### config.mk
export PLATFORM = sky130hd
export DESIGN_NAME = accum_hex_n
export DESIGN_NICKNAME = d
export VERILOG_FILES = /design/src/rtl/accum_hex_n_pkg.sv /design/src/rtl/accum_hex_n_hex7seg_dec.sv /design/src/rtl/accum_hex_n.sv
export SDC_FILE = /design/constraint.sdc
export NUM_CORES = 1
export LEC_CHECK = 0
export ABC_AREA = 1
export CORE_UTILIZATION = 55
export CTS_CLUSTER_DIAMETER = 30
export DETAILED_ROUTE_END_ITERATION = 8
export GPL_TIMING_DRIVEN = 0
export PLACE_DENSITY = 0.89
export REMOVE_ABC_BUFFERS = 1
export SLEW_MARGIN = 15
export SYNTH_ARGS = -nofsm -noshare
export SYNTH_HDL_FRONTEND = slang
export SYNTH_SLANG_ARGS = --single-unit
### constraint.sdc
create_clock -name CLK -period 6.95 [get_ports CLK]
set_clock_uncertainty 0.05 [all_clocks]
set_input_delay 1.0425 -clock CLK [delete_from_list [all_inputs] [get_ports CLK]]
set_output_delay 1.0425 -clock CLK [all_outputs]
set_load 0.02 [all_outputs]
### src/rtl/accum_hex_n_pkg.sv
// accum_hex_n_pkg: op codes, active-low gfedcba segment patterns and digit-count helper shared by accum_hex_n
package accum_hex_n_pkg;
  localparam logic OP_ADD = 1'b0;
  localparam logic OP_SUB = 1'b1;
  localparam logic [6:0] SEG_0 = 7'b1000000;
  localparam logic [6:0] SEG_1 = 7'b1111001;
  localparam logic [6:0] SEG_2 = 7'b0100100;
  localparam logic [6:0] SEG_3 = 7'b0110000;
  localparam logic [6:0] SEG_4 = 7'b0011001;
  localparam logic [6:0] SEG_5 = 7'b0010010;
  localparam logic [6:0] SEG_6 = 7'b0000010;
  localparam logic [6:0] SEG_7 = 7'b1111000;
  localparam logic [6:0] SEG_8 = 7'b0000000;
  localparam logic [6:0] SEG_9 = 7'b0010000;
  localparam logic [6:0] SEG_A = 7'b0001000;
  localparam logic [6:0] SEG_B = 7'b0000011;
  localparam logic [6:0] SEG_C = 7'b1000110;
  localparam logic [6:0] SEG_D = 7'b0100001;
  localparam logic [6:0] SEG_E = 7'b0000110;
  localparam logic [6:0] SEG_F = 7'b0001110;
  function automatic int digits(input int width);
    return width / 4;
  endfunction
endpackage

### src/rtl/accum_hex_n_hex7seg_dec.sv
// hex7seg_dec: nibble (nib) to active-low gfedcba 7-segment pattern (seg), covers 0-F
module hex7seg_dec
  import accum_hex_n_pkg::*;
(
  input  logic [3:0] nib,
  output logic [6:0] seg
);
  always_comb begin
    seg = SEG_0;
    case (nib)
      4'h0: seg = SEG_0;
      4'h1: seg = SEG_1;
      4'h2: seg = SEG_2;
      4'h3: seg = SEG_3;
      4'h4: seg = SEG_4;
      4'h5: seg = SEG_5;
      4'h6: seg = SEG_6;
      4'h7: seg = SEG_7;
      4'h8: seg = SEG_8;
      4'h9: seg = SEG_9;
      4'hA: seg = SEG_A;
      4'hB: seg = SEG_B;
      4'hC: seg = SEG_C;
      4'hD: seg = SEG_D;
      4'hE: seg = SEG_E;
      4'hF: seg = SEG_F;
      default: seg = SEG_0;
    endcase
  end
endmodule

### src/rtl/accum_hex_n.sv
// accum_hex_n: two-stage add/sub/load/clear accumulator with carry/overflow flags, saturating op counter and hex display of captured operand (IN_HEX) and SUM (SUM_HEX); CLK, async active-low RESET
module accum_hex_n
  import accum_hex_n_pkg::*;
#(
  parameter int WIDTH  = 8,
  parameter int STICKY = 1,
  parameter int CNT_W  = 8
) (
  input  logic                         CLK,
  input  logic                         RESET,
  input  logic [WIDTH-1:0]             IN,
  input  logic                         EN,
  input  logic                         OP,
  input  logic                         LOAD,
  input  logic                         CLR,
  output logic [WIDTH-1:0]             SUM,
  output logic                         CARRY,
  output logic                         OVERFLOW,
  output logic [CNT_W-1:0]             OP_COUNT,
  output logic [7*digits(WIDTH)-1:0]   IN_HEX,
  output logic [7*digits(WIDTH)-1:0]   SUM_HEX
);
  localparam int DIGITS = digits(WIDTH);
  logic [WIDTH-1:0] in_r;
  logic op_r, en_r, load_r, clr_r;
  logic [WIDTH:0] res;
  logic carry_n, ovf_n;
  always_comb begin
    res = op_r == OP_ADD ? {1'b0, SUM} + {1'b0, in_r} : {1'b0, SUM} - {1'b0, in_r};
    carry_n = res[WIDTH];
    ovf_n = (op_r == OP_ADD ? SUM[WIDTH-1] == in_r[WIDTH-1] : SUM[WIDTH-1] != in_r[WIDTH-1])
            && res[WIDTH-1] != SUM[WIDTH-1];
  end
  always_ff @(posedge CLK or negedge RESET) begin
    if (!RESET) begin
      in_r     <= '0;
      op_r     <= 1'b0;
      en_r     <= 1'b0;
      load_r   <= 1'b0;
      clr_r    <= 1'b0;
      SUM      <= '0;
      CARRY    <= 1'b0;
      OVERFLOW <= 1'b0;
      OP_COUNT <= '0;
    end else begin
      in_r   <= IN;
      op_r   <= OP;
      en_r   <= EN;
      load_r <= LOAD;
      clr_r  <= CLR;
      if (clr_r) begin
        SUM      <= '0;
        CARRY    <= 1'b0;
        OVERFLOW <= 1'b0;
        OP_COUNT <= '0;
      end else if (load_r) begin
        SUM <= in_r;
      end else if (en_r) begin
        SUM      <= res[WIDTH-1:0];
        CARRY    <= carry_n | (STICKY != 0 && CARRY);
        OVERFLOW <= ovf_n | (STICKY != 0 && OVERFLOW);
        OP_COUNT <= &OP_COUNT ? OP_COUNT : OP_COUNT + CNT_W'(1);
      end
    end
  end
  for (genvar i = 0; i < DIGITS; i++) begin : g_dig
    hex7seg_dec u_in  (.nib(in_r[4*i +: 4]), .seg(IN_HEX[7*i +: 7]));
    hex7seg_dec u_sum (.nib(SUM[4*i +: 4]),  .seg(SUM_HEX[7*i +: 7]));
  end
endmodule

* Word-level counts from Yosys, hierarchy flattened
Memory sizes are Yosys's and may differ from the RTL's. Cells that the tools add are included.
Operators by class: equal/unequal tests 5, $add $sub $neg 3, reductions and logical operators 6, bitwise logic cells 2, multiplexer cells 15
Operators by type and width (count):
- $mux W8 | 7
- $add A8 B8 Y9 | 1
- $mux W9 | 1
- $sub A8 B8 Y9 | 1
- $add A8 B1 Y8 const B | 1
- $reduce_and A8 Y1 | 1
- $mux W1 | 7
- $reduce_and A3 Y1 | 1
- $reduce_bool A3 Y1 | 1
- $ne A1 B1 Y1 | 2
- $ne A2 B1 Y1 const B | 1
- $ne A2 B2 Y1 const B | 1
- $or A1 B1 Y1 | 2
- $reduce_and A2 Y1 | 1
- $reduce_bool A2 Y1 | 1
- $eq A1 B1 Y1 | 1
- $logic_and A1 B1 Y1 | 1
Storage, ports and cells: logic and storage cells 44, memories kept 4, register bits after elaboration 30, ROM bits 448
Memory list:
- (name not given) | depth 16, bits a word 7, rd ports 1, clocked after Yosys merged registers in 0, wr ports 0, RTL line accum_hex_n_hex7seg_dec.sv:10 | case (nib)
- (name not given) | depth 16, bits a word 7, rd ports 1, clocked after Yosys merged registers in 0, wr ports 0, RTL line accum_hex_n_hex7seg_dec.sv:10
- (name not given) | depth 16, bits a word 7, rd ports 1, clocked after Yosys merged registers in 0, wr ports 0, RTL line accum_hex_n_hex7seg_dec.sv:10
- (name not given) | depth 16, bits a word 7, rd ports 1, clocked after Yosys merged registers in 0, wr ports 0, RTL line accum_hex_n_hex7seg_dec.sv:10

* Logic depth before layout (Yosys ltp)
Gate-level depths: netlist of the first run.
depth after elaboration 8, depth in mapped cells 16, mapped depth without buffers 16

* Hierarchy
A second synthesis of the first run with hierarchy kept.
Second synthesis, totals: cell total of the unflattened synthesis 426, area total of the unflattened synthesis 2916.5 µm²
Modules (own cells, without submodules):
- accum_hex_n | times used 1, area each 1820.5 µm², cells an instance 230
- hex7seg_dec | times used 4, area each 274.0 µm², cells an instance 49

* Worst setup path after synthesis of the first run
No wires, ideal clock.
path type flip-flop to output port, start reg SUM[4], end out SUM_HEX[10], stages on the path, launching flop included 4, data arrival time 1.854 ns, buffers on the path 0, slack 4.003 ns, data required time 5.858 ns, path through dfrtp_1 inv_1 ha_1 o311ai_0
On the way: longest elaborated chain between the ends 1
RTL lines:
- start: declaration | RTL line accum_hex_n.sv:16 | output logic [WIDTH-1:0] SUM,
- start signal: assignment | RTL line accum_hex_n.sv:57 | SUM <= in_r;
- start signal: assignment | RTL line accum_hex_n.sv:59 | SUM <= res[WIDTH-1:0];
- $mem_v2 Z16 W7
- end: declaration | RTL line accum_hex_n.sv:21 | output logic [7*digits(WIDTH)-1:0] SUM_HEX
No other way between the ends.

* Worst setup path in the final report of the first run
Ends and elaborated chain as after synthesis.

==> run metrics, run 1 <==
Initial Util 57.68%; warnings from Yosys 0; top_reg_cell synth dfrtp_1; DIE HEIGHT 70.04 um; Achievable Freq 295.3 MHz; Nets 451; Placeable Area 0.004414 mm^2; Cells after Synth 344; setup repair bufs after CTS 0; Syn Area/Cell 7.402 um^2; r2r endpoint SUM[6]$_DFFE_PN0P_; Post-synth ARST share 100.0%; most common library cells after synthesis nand2_1, inv_1, ha_1; share of post-route cells with drive strength above 1 5.941%; Clock transition at path regs 0.06 ns; DIE AREA 0.004906 mm^2; grt ovf 0; EDFF count, synth 0; Setup crit end kind output pin; R2R depth 13; final count of hold timing violations 0; Placer Congestion 0.9136; TNS Setup 0 ns; PwrDens 197.4 mW/mm^2; CP top delay family buffers and inverters; sw frac 39.86%; Detailed Route Iter0 Violations 211; Pleak 1.521 nW; Slew @ Worst Pin 0.6681 ns; Post-Syn Area 0.002546 mm^2; worst hold path depth 1; Syn-to-layout area delta 27.96%; max-cap viol count 0; row count 24; Worst Min Path Start OP_COUNT[7]$_DFFE_PN0P_; Gate power share 43.4%; critical path's slowest cell clkdlybuf4s50_1; vias in the first global route 2397; Port Buf Inserts 59; status finished, final reports clean; Fillers 346; maximum fanout along the worst path 6; CP Buf/Inv Count 2; max-slew violation count 0; Switch Pwr 0.2563 mW; Chip Width 70.04 um; Tcrit/Tclk final 48.72%; post-DP HPWL 4525 um; IO Pins 60; Post-Route WL 6142 um; Startpoint Class register; cell internal pwr 0.3867 mW; worst skew pair latency 0.30 ns; Hold Crit Endpoint OP_COUNT[7]$_DFFE_PN0P_; fin crit period 3.386 ns; Total GRT Usage 25.94%; 1st-pass router iterations 7; Root Buffer clkbuf_8; max incr delay on CP 0.67 ns; Seq pwr share 33.0%; RSZ-0062 raised after global routing false; Max VDD drop 0.1239 mV; sequential-to-total area share from yosys stat 29.48%; Resize count post-CTS 0; ANT nets after route 0; clock buffer depth 2; Reg2Reg Setup Slack 4.24 ns; Setup-failing EPs final 0; hold crit path type reg -> reg; ANT cells 0; clock power share 23.6%; top post-synthesis cells by area dfrtp_1, ha_1, nand2_1, inv_1, nand3_1; CTS buffer count 5; initial antenna violation count 0; leading area contributor after synthesis dfrtp_1; CTS sink cnt 30; wire per inst 13.47 um; DR DRC count 0; CTS tree yes; # hold bufs at CTS 0; vias per cell 5.697; Yosys reg bits 30; Arrival @ worst endpoint 2.29 ns; Slew HR 55.46%; Vias 2598; RR Startpoint in_r[0]$_DFF_PN0_; H-tree depth 2; post-synth top area share 29.48%; cell chain of the critical path inv_1 -> ha_1 -> o311ai_0 -> clkdlybuf4s50_1; count leader, synth nand2_1; global-route wire length before repair 10270 um; total power draw 0.6430 mW; Yosys cell types 39; Crit path required time 5.86 ns; Crit Path Class reg -> out; largest net degree at the start of global routing 31
registers in the layout (all words and copies together), names as in the netlist:
register  cells
CARRY         1
OP_COUNT      8
OVERFLOW      1
SUM           8
clr_r         1
en_r          1
in_r          8
load_r        1
op_r          1
area by class of cell:
type,count,area (um^2),share of cell area (%)
multi-input cells,260,1583,48.58
flip-flops and latches,30,750.7,23.04
repair buffers,59,585.6,17.97
inverters,47,178.9,5.492
clock buffers,6,82.58,2.535
well taps,52,65.06,1.997
clock inverters,2,12.51,0.3840
per-layer routing:
metal	vias to the layer above	GRT usage, %	wire length (um)
li1	1277	-	-
met1	1196	32.65	2652
met2	110	42.95	2987
met3	15	4.906	363
met4	0	12.22	137
met5	-	0	0
how the worst max path moves through the flow:
| stage | from | endpoint | slack, ns | depth (start not counted) |
|---|---|---|---|---|
| after floorplan | SUM[4]$_DFFE_PN0P_ | SUM_HEX[10] | 4.00 | 3 |
| after global placement | SUM[4]$_DFFE_PN0P_ | SUM_HEX[10] | 3.93 | 4 |
| after detailed placement | SUM[4]$_DFFE_PN0P_ | SUM_HEX[10] | 3.86 | 4 |
| after CTS | SUM[4]$_DFFE_PN0P_ | SUM_HEX[10] | 3.55 | 4 |
| after global routing | SUM[5]$_DFFE_PN0P_ | SUM_HEX[10] | 3.40 | 4 |
| final | SUM[4]$_DFFE_PN0P_ | SUM_HEX[10] | 3.56 | 4 |
stage by stage:
stage               utilization, %  setup slack, ns  instance area, um^2  hold WS [ns]  cells
floorplan                        -            4.003                 2512        0.4443    337
global placement             71.77            3.928                 3168        0.4318    448
detailed placement           71.66            3.862                 3163        0.4395    448
CTS                          73.81            3.548                 3258        0.4479    456
global route                 73.81            3.402                 3258        0.4863    456
finish                       73.81            3.564                 3258        0.4469    456
placed cells by master, fill, tap and decap left out, drive strengths merged:
cell / instances
a211oi: 2
a21oi: 23
a31oi: 4
a32oi: 1
buf: 1
clkbuf: 6
clkdlybuf4s50: 58
clkinv: 2
clkinvlp: 1
dfrtp: 30
fa: 1
ha: 33
inv: 46
nand2: 76
nand3: 26
nand4: 1
nor2: 25
nor3: 3
o2111ai: 3
o211ai: 6
o21a: 1
o21ai: 32
o221ai: 2
o22ai: 7
o311ai: 1
o31ai: 1
o32ai: 1
or2: 3
xnor2: 2
xor2: 6
logic make-up after synthesis:
family | synth area share, %
AOI/OAI and AO/OA | 19.36
DFF | 29.48
buffers and inverters | 8.354
and+or+nand+nor | 23.05
adders and majority gates | 17.00
xor gates and xnor gates | 2.752
power groups by stage:
stage	logic, mW	registers [mW]	clock network [mW]
after floorplan	0.159	0.220	0
after global placement	0.266	0.214	0
after detailed placement	0.274	0.215	0
after CTS	0.278	0.212	0.150
after global routing	0.306	0.215	0.157
final	0.279	0.212	0.152
Power figures use the tool's default switching activity.
==> run 2, diff against run 1 <==
- CORE_UTILIZATION: 55 -> 46
- PLACE_DENSITY: 0.89 -> 0.8
- clock period: 6.95 -> 3.1 ns (I/O delays scaled with it)
==> run metrics, run 2 (synthesis gave the netlist of run 1 again) <==
Post-Route WL 5901 um (was 6142 um); Final Util 63.37% (was 73.81%); CTS tree yes (unchanged); CTS sink cnt 30 (unchanged); R2R depth 16 (was 13); hold crit path type in -> async (was reg -> reg); cell internal pwr 0.9456 mW (was 0.3867 mW); CTS buffer count 5 (unchanged); biggest regs OP_COUNT (8), SUM (8), in_r (8) (unchanged); Seq pwr share 32.0% (was 33.0%); Clock transition at path regs 0.07 ns (was 0.06 ns); Slew @ Worst Pin 0.6612 ns (was 0.6681 ns); PwrDens 450.7 mW/mm^2 (was 197.4 mW/mm^2); Placer Congestion 0.9277 (was 0.9136); H-tree depth 2 (unchanged); RR Startpoint in_r[0]$_DFF_PN0_ (unchanged); Max VDD drop 0.2535 mV (was 0.1239 mV); Detailed Route Iter0 Violations 115 (was 211); Gate power share 41.4% (was 43.4%); IO Pins 60 (unchanged); Chip Width 76.40 um (was 70.04 um); most common cell after layout, fill and taps aside nand2_1 (unchanged); Resize count post-CTS 0 (unchanged); status finished, final reports clean (unchanged); Total GRT Usage 21.35% (was 25.94%); most frequent cells in the layout nand2_1, clkdlybuf4s50_1, inv_1 (unchanged); Arrival @ worst endpoint 2.23 ns (was 2.29 ns); Crit Path Class reg -> out (unchanged); fin worst setup slack 0.3523 ns (was 3.564 ns); r2r endpoint OVERFLOW$_DFFE_PN0P_ (was SUM[6]$_DFFE_PN0P_); DP Area 0.003186 mm^2 (was 0.003163 mm^2); ANT nets after route 0 (unchanged); wire per inst 12.48 um (was 13.47 um); Setup crit end kind output pin (unchanged); Reg2Reg Setup Slack 0.48 ns (was 4.24 ns); Vias 2498 (was 2598); Slew HR 55.92% (was 55.46%); Crit path required time 2.58 ns (was 5.86 ns); DP Worst Slack 0.5218 ns (was 3.862 ns); vias in the first global route 2336 (was 2397); Root Buffer clkbuf_8 (unchanged); DR DRC count 0 (unchanged); DIE HEIGHT 76.40 um (was 70.04 um); TNS Setup 0 ns (unchanged); grt ovf 0 (unchanged); Tcrit/Tclk final 88.64%; post-DP HPWL 4475 um (was 4525 um); ANT cells 0 (unchanged); final count of hold timing violations 0 (unchanged); Achievable Freq 363.9 MHz; Startpoint Class register (unchanged); 1st-pass router iterations 4 (was 7); max-slew violation count 0 (unchanged); initial antenna violation count 0 (unchanged); post-route cell area 0.003298 mm^2 (was 0.003258 mm^2); Nets 451 (unchanged); clock buffer depth 2 (unchanged); worst skew pair latency 0.28 ns (was 0.30 ns); RSZ-0062 raised after global routing false (unchanged); # hold bufs at CTS 0 (unchanged); Setup-failing EPs final 0 (unchanged); fin crit period 2.748 ns; row count 26 (was 24); share of post-route cells with drive strength above 1 5.707% (was 5.941%); Port Buf Inserts 59 (unchanged); DIE AREA 0.005837 mm^2 (was 0.004906 mm^2); max-cap viol count 0 (unchanged); Switch Pwr 0.5409 mW (was 0.2563 mW); setup repair bufs after CTS 0 (unchanged); clock power share 26.5% (was 23.6%); Placeable Area 0.005205 mm^2 (was 0.004414 mm^2); maximum fanout along the worst path 6 (unchanged); largest net degree at the start of global routing 31 (unchanged); global-route wire length before repair 10230 um (was 10270 um); Syn-to-layout area delta 29.53% (was 27.96%); Initial Util 48.92% (was 57.68%); sw frac 36.39% (was 39.86%); vias per cell 5.281 (was 5.697); Pleak 1.531 nW (was 1.521 nW)
## run 2: critical path, cell delays in order (launching register included)
cell and delay, ns:
dfrtp_1 0.47, inv_1 0.17, ha_1 0.34, o311ai_0 0.32
clkdlybuf4s50_1 0.66
## run 2: routing by layer
metal | part of all wire [%] | up-vias | GRT usage (%)
met5 | 0 | - | 0
met4 | 0.90 | 0 | 7.115
met3 | 4.3 | 7 | 3.473
met2 | 49 | 71 | 36.67
met1 | 45 | 1145 | 27.16
li1 | - | 1275 | -
## run 2: worst max path at each step
stage | from | to | cells past startpoint
final | SUM[4]$_DFFE_PN0P_ | SUM_HEX[10] | 4
after global routing | SUM[4]$_DFFE_PN0P_ | SUM_HEX[10] | 4
after CTS | SUM[4]$_DFFE_PN0P_ | SUM_HEX[10] | 4
after detailed placement | in_r[0]$_DFF_PN0_ | OVERFLOW$_DFFE_PN0P_ | 16
after global placement | in_r[0]$_DFF_PN0_ | OVERFLOW$_DFFE_PN0P_ | 16
after floorplan | SUM[4]$_DFFE_PN0P_ | SUM_HEX[10] | 3
## run 2: power by group through the flow
stage               combinational, mW  clock, mW  sequential [mW]
floorplan                       0.357          0            0.494
global placement                0.600          0            0.480
detailed placement              0.611          0            0.483
CTS                             0.616      0.402            0.476
global route                    0.684      0.415            0.483
finish                          0.616      0.395            0.476
## run 2: through the flow
| stage | total power, mW | hold slack, ns | std cells |
|---|---|---|---|
| finish | 1.487 | 0.1605 | 473 |
| global route | 1.582 | 0.2157 | 473 |
| CTS | 1.494 | 0.1933 | 473 |
| detailed placement | 1.094 | 0.4361 | 466 |
| global placement | 1.080 | 0.4367 | 466 |
| floorplan | 0.8511 | 0.1194 | 337 |
## run 2: layout make-up
class	instances	area (um^2)
Timing Repair Buffer	59	585.6
Tap cell	70	87.58
Clock buffer	6	82.58
Sequential cell	30	750.7
Fill cell	461	1907
Multi-Input combinational cell	260	1583
Clock inverter	1	30.03
Inverter	47	178.9
==> variant (settings of run 1) <==
Make the reset (`RESET`) synchronous in one clocked block. Comments in the files are not updated.
--- a/src/rtl/accum_hex_n.sv
+++ b/src/rtl/accum_hex_n.sv
@@ -33,3 +33,3 @@
   end
-  always_ff @(posedge CLK or negedge RESET) begin
+  always_ff @(posedge CLK) begin
     if (!RESET) begin
Function: differs if RESET is asserted again (counterexample within 4 cycles, from zero or initial values and one cycle with RESET low); with RESET held inactive, the same outputs for 10 cycles.
==> variant against run 1 <==
- maximum frequency increased by 6.6%
- power is 34% higher
- area after synthesis grew 30%
- sequential cell count grew 28
- worst setup slack improved by 0.21 ns
- die area is 29% higher
- wire length rose by 12%
- clock power rose by 86%
- critical endpoint is now g_dig[1].u_sum.seg[3]
- design area grew 27%
- combinational power decreased by 25%
==> variant: results (changes against run 1) <==
status=completed (unchanged); Worst EP arrival=3.35 ns (was 2.29 ns); Post-DP Area=3950 um2 (was 3160 um2); xor/xnor share of the synthesized area=1.85% (was 2.75%); Num CTS Buffers=9 (was 5); Mapped Cells=454 (was 344); placed cell count=579 (was 448); number of setup buffers added after CTS=0 (unchanged); H-tree Lvls=3 (was 2); first-pass GRT wire length=12100 um (was 10300 um); Hold Startpoint=CARRY (was OP_COUNT[7]); Initial DRC Count=147 (was 211); crit path max-delay cell type=clkdlybuf4s50_1 (unchanged); clock root buffer=clkbuf_8 (unchanged); r2r startpoint=in_r[0] (unchanged); # diodes=0 (unchanged); synth top area cells=dfxtp_1 35%, nand2_1 15%, ha_1 13% (was dfrtp_1 29%, ha_1 16%, nand2_1 10%); crit-path max FO=21 (was 6); P_seq=369 uW (was 212 uW); asr flop ratio synth=0% (was 100%); number of fill cells=437 (was 346); internal reg-to-reg setup slack=3.91 ns (was 4.24 ns); final WL=6910 um (was 6140 um); GRT Overall Usage=24.5% (was 25.9%); post-CTS sizing=0 (unchanged); vias in the first global route=2893 (was 2397); worst hold path type=register to register (unchanged); largest net degree at the start of global routing=22 (was 31); Post-synth top cells=130 x nand2_1, 58 x dfxtp_1, 58 x inv_1 (was 71 x nand2_1, 41 x inv_1, 33 x ha_1); Layout Nets=567 (was 451); VDD IR max=0.157 mV (was 0.124 mV); gpl congestion=0.881 (was 0.914); layout cell share with drive strength beyond 1=8.60% (was 5.94%); static leakage=2.08 nW (was 1.52 nW); maxcap violations=0 (unchanged); vias=3074 (was 2598); CTS clock-pin slew for the worst setup and hold paths=0.06 ns (about the same); Critical Path Max Stage Delay=0.76 ns (was 0.67 ns); Buffers on Ports=59 (unchanged); Layout area overhead=24.7% (was 28.0%); Fin Hold WS=0.408 ns (was 0.447 ns); dpl ws=3.45 ns (was 3.86 ns); Via density=5.17 (was 5.70); Clock Tree Buf Depth=2 (unchanged); Seq/Total Area, Yosys=35.1% (was 29.5%); Synth Area in Compound Gates=12.8% (was 19.4%); Pint=598 uW (was 387 uW); post-route setup slack=3.77 ns (was 3.56 ns); Clk Latency, worst-skew pair=0.33 ns (was 0.30 ns); sequential power share=42.8% (was 33.0%); Synth Area in Adders=13.5% (was 17.0%); ys flop type=dfxtp_1 (was dfrtp_1); Comb pwr share=24.4% (was 43.4%); Worst-Margin Slew=0.463 ns (was 0.668 ns); Netlist cell types=41 (was 39); CP startpoint=RESET (was SUM[4]); drt pass-1 iters=4 (was 7); Final HPWL DP=5190 um (was 4530 um)
## variant: layer usage
layer / track usage, % / up-vias / wire length (um) / part of all wire (%)
met1: 27.2 / 1398 / 3040 / 44
met3: 6.63 / 10 / 379 / 5.5
li1: - / 1578 / - / -
met4: 12.4 / 0 / 85 / 1.2
met2: 42.6 / 88 / 3400 / 49
met5: 0 / - / 0 / 0
## variant: worst paths after layout
kind | endpoint | cells after the start
worst max register to register | g_dig[1].u_sum.seg[3] | 21
worst min-delay path | CARRY | 2
worst min register to register | CARRY | 2
worst max-delay path | g_dig[1].u_sum.seg[3] | 10
## variant: layout make-up
cell class | instances | share of cell area (%)
Multi-Input combinational cell | 321 | 44.5
Sequential cell | 58 | 28.1
Clock inverter | 2 | 0.242
Inverter | 69 | 6.45
Timing Repair Buffer | 59 | 14.3
Clock buffer | 14 | 4.18
Tap cell | 72 | 2.18
## variant: worst max-delay path, delay by kind of cell
family                     cells  cell delay (ns)
adders and majority gates      1             0.26
buffers and inverters          3             1.31
and+or+nand+nor                6             0.74
